--- config.mk ---
export PLATFORM = sky130hd
export DESIGN_NAME = regfile_wb_arbiter_flat
export DESIGN_NICKNAME = d
export VERILOG_FILES = /design/src/rtl/regfile_pkg.sv /design/src/rtl/regfile_wb_arbiter_if.sv /design/src/rtl/wb_slot.sv /design/src/rtl/regfile_wb_arbiter.sv /design/src/flat_wrapper.sv
export SDC_FILE = /design/constraint.sdc
export NUM_CORES = 1
export LEC_CHECK = 0
export ABC_AREA = 0
export CAP_MARGIN = 10
export CORE_MARGIN = 3
export CORE_UTILIZATION = 45
export DETAILED_ROUTE_END_ITERATION = 12
export MAX_ROUTING_LAYER = met4
export PLACE_DENSITY = 0.72
export SETUP_SLACK_MARGIN = 0.3
export SLEW_MARGIN = 20
export SYNTH_ARGS = -nofsm -noshare
export SYNTH_HDL_FRONTEND = slang
export SYNTH_HIERARCHICAL = 1
export SYNTH_SLANG_ARGS = --single-unit
--- constraint.sdc ---
create_clock -name clk -period 7.4 [get_ports clk]
set_input_delay 1.48 -clock clk [delete_from_list [all_inputs] [get_ports clk]]
set_output_delay 1.48 -clock clk [all_outputs]
set_load 0.05 [all_outputs]
--- src/rtl/regfile_pkg.sv ---
// Shared types and constants for the register-file writeback path.
// Latency: none (types and constants only).
// Backpressure: n/a.
//
// Contents: XLEN/AW widths, REG_ZERO, wb_entry_t pending-slot record and
// entry_hit(), a lookup helper that never matches x0.
package regfile_pkg;

  localparam int XLEN = 32;
  localparam int AW   = 5;

  localparam logic [AW-1:0] REG_ZERO = '0;

  typedef struct packed {
    logic            v;
    logic [AW-1:0]   addr;
    logic [XLEN-1:0] data;
  } wb_entry_t;

  // A valid entry matches a nonzero register address.
  function automatic logic entry_hit(input wb_entry_t e, input logic [AW-1:0] ra);
    return e.v && (e.addr == ra) && (ra != REG_ZERO);
  endfunction

endpackage

--- src/rtl/regfile_wb_arbiter_if.sv ---
// Writeback bus between two writeback sources, the arbiter and the register file.
// Latency: wires only.
// Backpressure: a_ready/b_ready from the arbiter throttle each source.
//
// Signals: a_* / b_* valid-ready writeback requests, wr_* registered write port,
// busy. With WB_BYPASS_EN defined: rs1_addr/rs2_addr lookups returning
// byp1_hit/byp1_data and byp2_hit/byp2_data.
// Modports: master = source/decode side, slave = arbiter.
interface regfile_wb_arbiter_if;
  import regfile_pkg::*;

  logic            a_valid;
  logic            a_ready;
  logic [AW-1:0]   a_addr;
  logic [XLEN-1:0] a_data;
  logic            b_valid;
  logic            b_ready;
  logic [AW-1:0]   b_addr;
  logic [XLEN-1:0] b_data;
  logic            wr_en;
  logic [AW-1:0]   wr_addr;
  logic [XLEN-1:0] wr_data;
  logic            busy;

`ifdef WB_BYPASS_EN
  logic [AW-1:0]   rs1_addr;
  logic [AW-1:0]   rs2_addr;
  logic            byp1_hit;
  logic [XLEN-1:0] byp1_data;
  logic            byp2_hit;
  logic [XLEN-1:0] byp2_data;

  modport master (
    output a_valid, a_addr, a_data, b_valid, b_addr, b_data, rs1_addr, rs2_addr,
    input  a_ready, b_ready, wr_en, wr_addr, wr_data, busy,
           byp1_hit, byp1_data, byp2_hit, byp2_data
  );
  modport slave (
    input  a_valid, a_addr, a_data, b_valid, b_addr, b_data, rs1_addr, rs2_addr,
    output a_ready, b_ready, wr_en, wr_addr, wr_data, busy,
           byp1_hit, byp1_data, byp2_hit, byp2_data
  );
`else
  modport master (
    output a_valid, a_addr, a_data, b_valid, b_addr, b_data,
    input  a_ready, b_ready, wr_en, wr_addr, wr_data, busy
  );
  modport slave (
    input  a_valid, a_addr, a_data, b_valid, b_addr, b_data,
    output a_ready, b_ready, wr_en, wr_addr, wr_data, busy
  );
`endif

endinterface

--- src/rtl/wb_slot.sv ---
// One-entry pending writeback slot with load, clear and address compare.
// Latency: loads on the posedge of the accepting handshake.
// Backpressure: none internally; the owner derives ready from entry.v and its grant.
//
// Ports: clk, rst (sync, active-high); acc = handshake completed; clr = slot
// granted this cycle; ld_addr/ld_data = incoming request; cmp_addr/cmp_hit =
// address compare against the held entry; entry = held state; loaded = slot
// actually captured a request this edge (x0 requests are accepted but dropped).
module wb_slot
  import regfile_pkg::*;
(
  input  logic            clk,
  input  logic            rst,
  input  logic            acc,
  input  logic            clr,
  input  logic [AW-1:0]   ld_addr,
  input  logic [XLEN-1:0] ld_data,
  input  logic [AW-1:0]   cmp_addr,
  output wb_entry_t       entry,
  output logic            loaded,
  output logic            cmp_hit
);

  assign loaded  = acc && (ld_addr != REG_ZERO);
  assign cmp_hit = entry.v && (entry.addr == cmp_addr);

  // A refill wins over the clear, so back-to-back writebacks keep the slot full.
  always_ff @(posedge clk) begin
    if (rst) begin
      entry <= '0;
    end else if (loaded) begin
      entry <= '{v: 1'b1, addr: ld_addr, data: ld_data};
    end else if (clr) begin
      entry.v <= 1'b0;
    end
  end

endmodule

--- src/rtl/regfile_wb_arbiter.sv ---
// Arbitrates the single register-file write port between the ALU (A) and long-latency (B) writebacks.
// Latency: accepted at posedge N -> wr_en in cycle N+1; each lost contention round adds one cycle.
// Backpressure: per-source 1-entry slot; ready = slot empty or slot granted this cycle.
//
// Ports: clk, rst (sync, active-high), bus (regfile_wb_arbiter_if.slave):
// a_*/b_* writeback handshakes, registered wr_en/wr_addr/wr_data, busy.
// Optional WB_BYPASS_EN adds rs1/rs2 lookups against the pending slots and the
// write register; without it, decode has to stall on busy.
module regfile_wb_arbiter
  import regfile_pkg::*;
(
  input  logic                clk,
  input  logic                rst,
  regfile_wb_arbiter_if.slave bus
);

  wb_entry_t       pa, pb;
  logic            pa_loaded, pb_loaded;
  logic            pa_hit, pb_hit;
  logic            grant_a, grant_b;
  logic            contended, same_addr;
  logic            older_b;   // pb accepted strictly before pa
  logic            tie;       // pa and pb accepted on the same edge
  logic            rr_b;      // B wins the next different-address contention
  logic            wr_en_q;
  logic [AW-1:0]   wr_addr_q;
  logic [XLEN-1:0] wr_data_q;

  wb_slot u_slot_a (
    .clk      (clk),
    .rst      (rst),
    .acc      (bus.a_valid && bus.a_ready),
    .clr      (grant_a),
    .ld_addr  (bus.a_addr),
    .ld_data  (bus.a_data),
    .cmp_addr (pb.addr),
    .entry    (pa),
    .loaded   (pa_loaded),
    .cmp_hit  (pa_hit)
  );

  wb_slot u_slot_b (
    .clk      (clk),
    .rst      (rst),
    .acc      (bus.b_valid && bus.b_ready),
    .clr      (grant_b),
    .ld_addr  (bus.b_addr),
    .ld_data  (bus.b_data),
    .cmp_addr (pa.addr),
    .entry    (pb),
    .loaded   (pb_loaded),
    .cmp_hit  (pb_hit)
  );

  assign contended = pa.v && pb.v;
  assign same_addr = pa_hit && pb_hit;

  // Same register: the older value is written first so the younger one lands
  // last. On a same-edge tie B goes first, leaving A's (in-order) value final.
  always_comb begin
    grant_a = 1'b0;
    grant_b = 1'b0;
    if (contended) begin
      grant_b = same_addr ? (older_b || tie) : rr_b;
      grant_a = !grant_b;
    end else begin
      grant_a = pa.v;
      grant_b = pb.v;
    end
  end

  assign bus.a_ready = !rst && (!pa.v || grant_a);
  assign bus.b_ready = !rst && (!pb.v || grant_b);

  always_ff @(posedge clk) begin
    if (rst) begin
      older_b   <= 1'b0;
      tie       <= 1'b0;
      rr_b      <= 1'b0;
      wr_en_q   <= 1'b0;
      wr_addr_q <= '0;
      wr_data_q <= '0;
    end else begin
      // The loser of any contention gets priority next, bounding the wait
      // of a pending slot to one lost round.
      if (contended) begin
        rr_b <= grant_a;
      end

      if (pa_loaded && pb_loaded) begin
        older_b <= 1'b0;
        tie     <= 1'b1;
      end else if (pb_loaded && pa.v && !grant_a) begin
        older_b <= 1'b0;
        tie     <= 1'b0;
      end else if (pa_loaded && pb.v && !grant_b) begin
        older_b <= 1'b1;
        tie     <= 1'b0;
      end

      wr_en_q <= grant_a || grant_b;
      if (grant_a) begin
        wr_addr_q <= pa.addr;
        wr_data_q <= pa.data;
      end else if (grant_b) begin
        wr_addr_q <= pb.addr;
        wr_data_q <= pb.data;
      end
    end
  end

  assign bus.wr_en   = wr_en_q;
  assign bus.wr_addr = wr_addr_q;
  assign bus.wr_data = wr_data_q;
  assign bus.busy    = pa.v || pb.v || wr_en_q;

`ifdef WB_BYPASS_EN
  // Youngest value first: the pending slot that will be written last, then
  // the other slot, then the write register still in flight to the file.
  function automatic logic [XLEN:0] byp_lookup(input logic [AW-1:0] ra);
    wb_entry_t young, old;
    young = (older_b || tie) ? pa : pb;
    old   = (older_b || tie) ? pb : pa;
    if (entry_hit(young, ra)) return {1'b1, young.data};
    if (entry_hit(old, ra))   return {1'b1, old.data};
    if (wr_en_q && (wr_addr_q == ra) && (ra != REG_ZERO)) return {1'b1, wr_data_q};
    return '0;
  endfunction

  always_comb begin
    {bus.byp1_hit, bus.byp1_data} = byp_lookup(bus.rs1_addr);
  end

  always_comb begin
    {bus.byp2_hit, bus.byp2_data} = byp_lookup(bus.rs2_addr);
  end
`endif

endmodule

--- src/flat_wrapper.sv ---
// flat-port wrapper written by rule: the top's interface ports become plain ports
module regfile_wb_arbiter_flat import regfile_pkg::*;
  (clk, rst, bus_a_valid, bus_a_addr, bus_a_data, bus_b_valid, bus_b_addr, bus_b_data, bus_a_ready, bus_b_ready, bus_wr_en, bus_wr_addr, bus_wr_data, bus_busy);
  regfile_wb_arbiter_if bus_i ();
  input  logic clk;
  input  logic rst;
  input wire logic [$bits(bus_i.a_valid)-1:0] bus_a_valid;
  input wire logic [$bits(bus_i.a_addr)-1:0] bus_a_addr;
  input wire logic [$bits(bus_i.a_data)-1:0] bus_a_data;
  input wire logic [$bits(bus_i.b_valid)-1:0] bus_b_valid;
  input wire logic [$bits(bus_i.b_addr)-1:0] bus_b_addr;
  input wire logic [$bits(bus_i.b_data)-1:0] bus_b_data;
  output wire logic [$bits(bus_i.a_ready)-1:0] bus_a_ready;
  output wire logic [$bits(bus_i.b_ready)-1:0] bus_b_ready;
  output wire logic [$bits(bus_i.wr_en)-1:0] bus_wr_en;
  output wire logic [$bits(bus_i.wr_addr)-1:0] bus_wr_addr;
  output wire logic [$bits(bus_i.wr_data)-1:0] bus_wr_data;
  output wire logic [$bits(bus_i.busy)-1:0] bus_busy;
  assign bus_i.a_valid = bus_a_valid;
  assign bus_i.a_addr = bus_a_addr;
  assign bus_i.a_data = bus_a_data;
  assign bus_i.b_valid = bus_b_valid;
  assign bus_i.b_addr = bus_b_addr;
  assign bus_i.b_data = bus_b_data;
  assign bus_a_ready = bus_i.a_ready;
  assign bus_b_ready = bus_i.b_ready;
  assign bus_wr_en = bus_i.wr_en;
  assign bus_wr_addr = bus_i.wr_addr;
  assign bus_wr_data = bus_i.wr_data;
  assign bus_busy = bus_i.busy;
  regfile_wb_arbiter u_core (.clk(clk), .rst(rst), .bus(bus_i));
endmodule
==> results.py <==
metrics = {
    "run_status": {
        "outcome": "finished clean",
    },
    "setup_path": {
        "slowest_delay_ps": 850,
        "crit_chain": "xor2_1 -> nor4_1 -> and3_1 -> and2_1 -> o21ai_1 -> a31oi_1 -> clkdlybuf4s50_1",
        "r2r_slack_ps": 3460,
        "endpoint_kind": "output port",
        "cp.required_ps": 5920,
        "critPathArrivalTime_ps": 2950,
        "slowest_stage": "clkdlybuf4s50_1",
        "r2r_start": "u_core/u_slot_a/entry[33]",
        "reg2reg_to": "u_core/u_slot_b/entry[13]",
        "crit_type": "register to output port",
        "critical_path.max_fanout": 6,
        "start_kind": "register",
        "rr_worst_depth": 12,
    },
    "hold_path": {
        "holdPathStages": 2,
        "hold_path.class": "register to register",
        "worstHoldStart": "u_core/bus.wr_addr[0]",
        "min_to": "u_core/bus.wr_addr[0]",
    },
    "sta": {
        "finalWorstSetupSlack_ps": 2970,
        "fmax_mhz": 226,
        "finalHoldViolations": 0,
        "worstMarginPinSlew_ps": 1190,
        "setup_viol": 0,
        "rsz0062_at_grt": "false",
        "timing.slew.headroom": 0.205,
        "finalCritPeriodShare": 0.599,
        "slew_viol_final": 0,
        "fin_setup_tns_ps": 0,
        "fin_crit_ps": 4430,
        "finalClockSkew_ps": 5.75,
    },
    "clock_network": {
        "cts_tree": "yes",
        "cts.clk_slew.worst_paths_ps": 50,
        "cts_made_buffers": 17,
        "numClockSinks": 117,
        "cts-resized-gates": 0,
        "cts_root_buf": "clkbuf_16",
        "cts_hold_buf": 0,
        "h-tree-depth": 4,
        "cts_max_path_buffers": 2,
        "cts_setup_buffers": 0,
        "worstSkewPairLatency_ps": 410,
    },
    "synth": {
        "synth_compound_area_frac": 0.224,
        "synthCells": 724,
        "synth-simple-area-share": 0.245,
        "synth.area.mux_share": 0.0603,
        "seq_area_frac_synth": 0.381,
        "avgSynthCellArea_um2": 8.48,
        "ys_ff_latch": 117,
        "synth_xor_area_frac": 0.0143,
        "syn_nets": 802,
        "synthDistinctLibCells": 43,
        "ys_warn_count": 6,
        "synth_top_family_by_area": "simple AND/OR/NAND/NOR gates",
        "synth-adder-area-share": 0,
        "syn_area_um2": 6140,
    },
    "routing": {
        "drtIter0Drc": 686,
        "vias": 6230,
        "finalWirelength_mm": 18.8,
        "wl_per_cell_um": 19.3,
        "drcViolationCount": 0,
        "ant_nets": 0,
        "drt-pass1-iter-count": 6,
        "avgViaCountPerCell": 6.40,
    },
    "finish": {
        "utilization": 0.593,
        "diodes": 0,
        "fin_cells": 974,
        "syn2layout_area_growth_pct": 28.3,
        "post_route_cells_drive_above_1_share": 0.0702,
        "fin_nets": 863,
    },
    "placement": {
        "port_buffers": 118,
        "dp_slack_ps": 3070,
        "gp_congestion": 0.884,
        "place_inst": 942,
        "dpl.hpwl_mm": 11.8,
    },
    "floorplanning": {
        "pin_count": 119,
        "num_rows": 42,
        "die_h_um": 123,
        "die-area_um2": 15100,
        "core_um2": 13300,
        "die_x_um": 123,
        "initial_core_util": 0.462,
    },
    "grt": {
        "grt_pass1_vias": 5695,
        "antenna_found_initial": 0,
        "grtUsageTotal": 0.249,
        "grt_pass1_wl_mm": 29.1,
        "grt_max_degree": 101,
        "overflow": 0,
    },
    "power": {
        "power_density_nw_per_um2": 240,
        "peakVddDrop_mv": 0.167,
        "p_leak_nw": 2.69,
    },
    "run": {
        "drv_cap": 0,
    },
}
==> kinds of logic after synthesis <==
| group | Yosys count |
|---|---|
| and+or+nand+nor | 265 |
| AOI/OAI and AO/OA | 199 |
| DFF | 117 |
| buffers and inverters | 96 |
| muxes | 37 |
| xor gates and xnor gates | 10 |
==> power by group <==
part | internal, mW | switching [mW] | total (mW)
Sequential | 0.670 | 0.0345 | 0.705
Combinational | 0.112 | 0.164 | 0.276
Clock | 0.613 | 0.299 | 0.913
==> critical path: cells and delay by family, from the launching register on <==
family                 cells  cell delay [ps]
AND/OR/NAND/NOR            3              730
flip-flops                 1              370
XOR/XNOR                   1              180
AO/OA/AOI/OAI              2              400
buffers and inverters      1              850
==> synth_stat cells (all sizes together) <==
| master | instances | area share |
|---|---|---|
| a22oi | 3 | 0.0037 |
| o32ai | 1 | 0.0014 |
| nand4bb | 1 | 0.0018 |
| o41ai | 2 | 0.0029 |
| clkbuf | 62 | 0.038 |
| dfxtp | 117 | 0.38 |
| nor3 | 8 | 0.0084 |
| a21oi | 11 | 0.0090 |
| or2 | 1 | 0.0010 |
| nand2 | 105 | 0.064 |
| xor2 | 8 | 0.011 |
| a21boi | 1 | 0.0012 |
| a41oi | 1 | 0.0014 |
| nor2 | 5 | 0.0031 |
| mux2i | 37 | 0.060 |
| or3 | 1 | 0.0010 |
| o211ai | 1 | 0.0020 |
| and2 | 2 | 0.0020 |
| o311ai | 64 | 0.091 |
| nand3b | 1 | 0.0012 |
| and3 | 2 | 0.0020 |
| buf | 26 | 0.032 |
| nor2b | 4 | 0.0041 |
| a31oi | 66 | 0.067 |
| inv | 8 | 0.0049 |
| o21ai | 40 | 0.033 |
| nand4 | 64 | 0.065 |
| a211oi | 6 | 0.0073 |
| o2111ai | 1 | 0.0014 |
| o21a | 2 | 0.0024 |
| nor3b | 65 | 0.079 |
| nor4 | 4 | 0.0090 |
| or3b | 2 | 0.0029 |
| xnor2 | 2 | 0.0029 |
==> state kept, by name (all words and copies together), names as in the netlist <==
name                   cells
u_core/bus.wr_addr         5
u_core/bus.wr_data        32
u_core/bus.wr_en           1
u_core/older_b             1
u_core/rr_b                1
u_core/tie                 1
u_core/u_slot_a/entry     38
u_core/u_slot_b/entry     38
==> metal layers <==
metal | up-vias | track usage | part of all wire
li1 | 2912 | - | -
met1 | 2950 | 0.336 | 0.44
met2 | 328 | 0.378 | 0.45
met3 | 40 | 0.0571 | 0.085
met4 | 0 | 0.0644 | 0.018
met5 | - | - | 0
==> metrics by stage <==
stage / instance area [um^2] / power, mW / hold slack, ps
2_1_floorplan: 6140 / 0.882 / 496
6_report: 7880 / 1.89 / 447
4_1_cts: 7880 / 1.89 / 451
5_1_grt: 7880 / 1.95 / 472
3_3_place_gp: 7220 / 0.979 / 439
3_5_place_dp: 7220 / 0.989 / 444
==> cell usage in the layout (no fill, tap or decap), types with 3 or more instances in the layout <==
master           synthesis  final
a211oi_1                 6      6
dfxtp_1                117    117
mux2i_1                 37     37
nor3_1                   7      7
nor3b_1                 65     64
clkinv_2                 0      3
nor2_1                   5      5
nand2_1                105    105
a31oi_1                 66     66
clkdlybuf4s50_1          0    117
clkbuf_16                0     17
buf_4                    4     13
inv_1                    6      5
xor2_1                   8      8
o21ai_1                 38     38
clkinvlp_4               0      4
a22oi_1                  3      3
o311ai_0                38     38
nand4_1                 64     64
bufinv_16                0      5
o311ai_1                26     26
a21oi_1                 11     11
==> worst max path at each step <==
stage	cells past startpoint	from	end	slack (ps)
2_1_floorplan	2	rst	bus_b_ready	3440
3_3_place_gp	3	rst	bus_b_ready	3100
3_5_place_dp	3	rst	bus_b_ready	3070
4_1_cts	7	u_core/u_slot_a/entry[35]	bus_b_ready	2970
5_1_grt	7	u_core/u_slot_b/entry[35]	bus_b_ready	2800
6_report	7	u_core/u_slot_a/entry[33]	bus_b_ready	2970
==> layout make-up <==
class	count	area (um^2)
clock buffers	19	453
flip-flops and latches	117	2340
fillers	1144	5420
well taps	176	220
repair buffers	130	1270
clock inverters	13	204
inverters	8	30.0
multi-input cells	511	3360
Power figures use the tool's default switching activity.
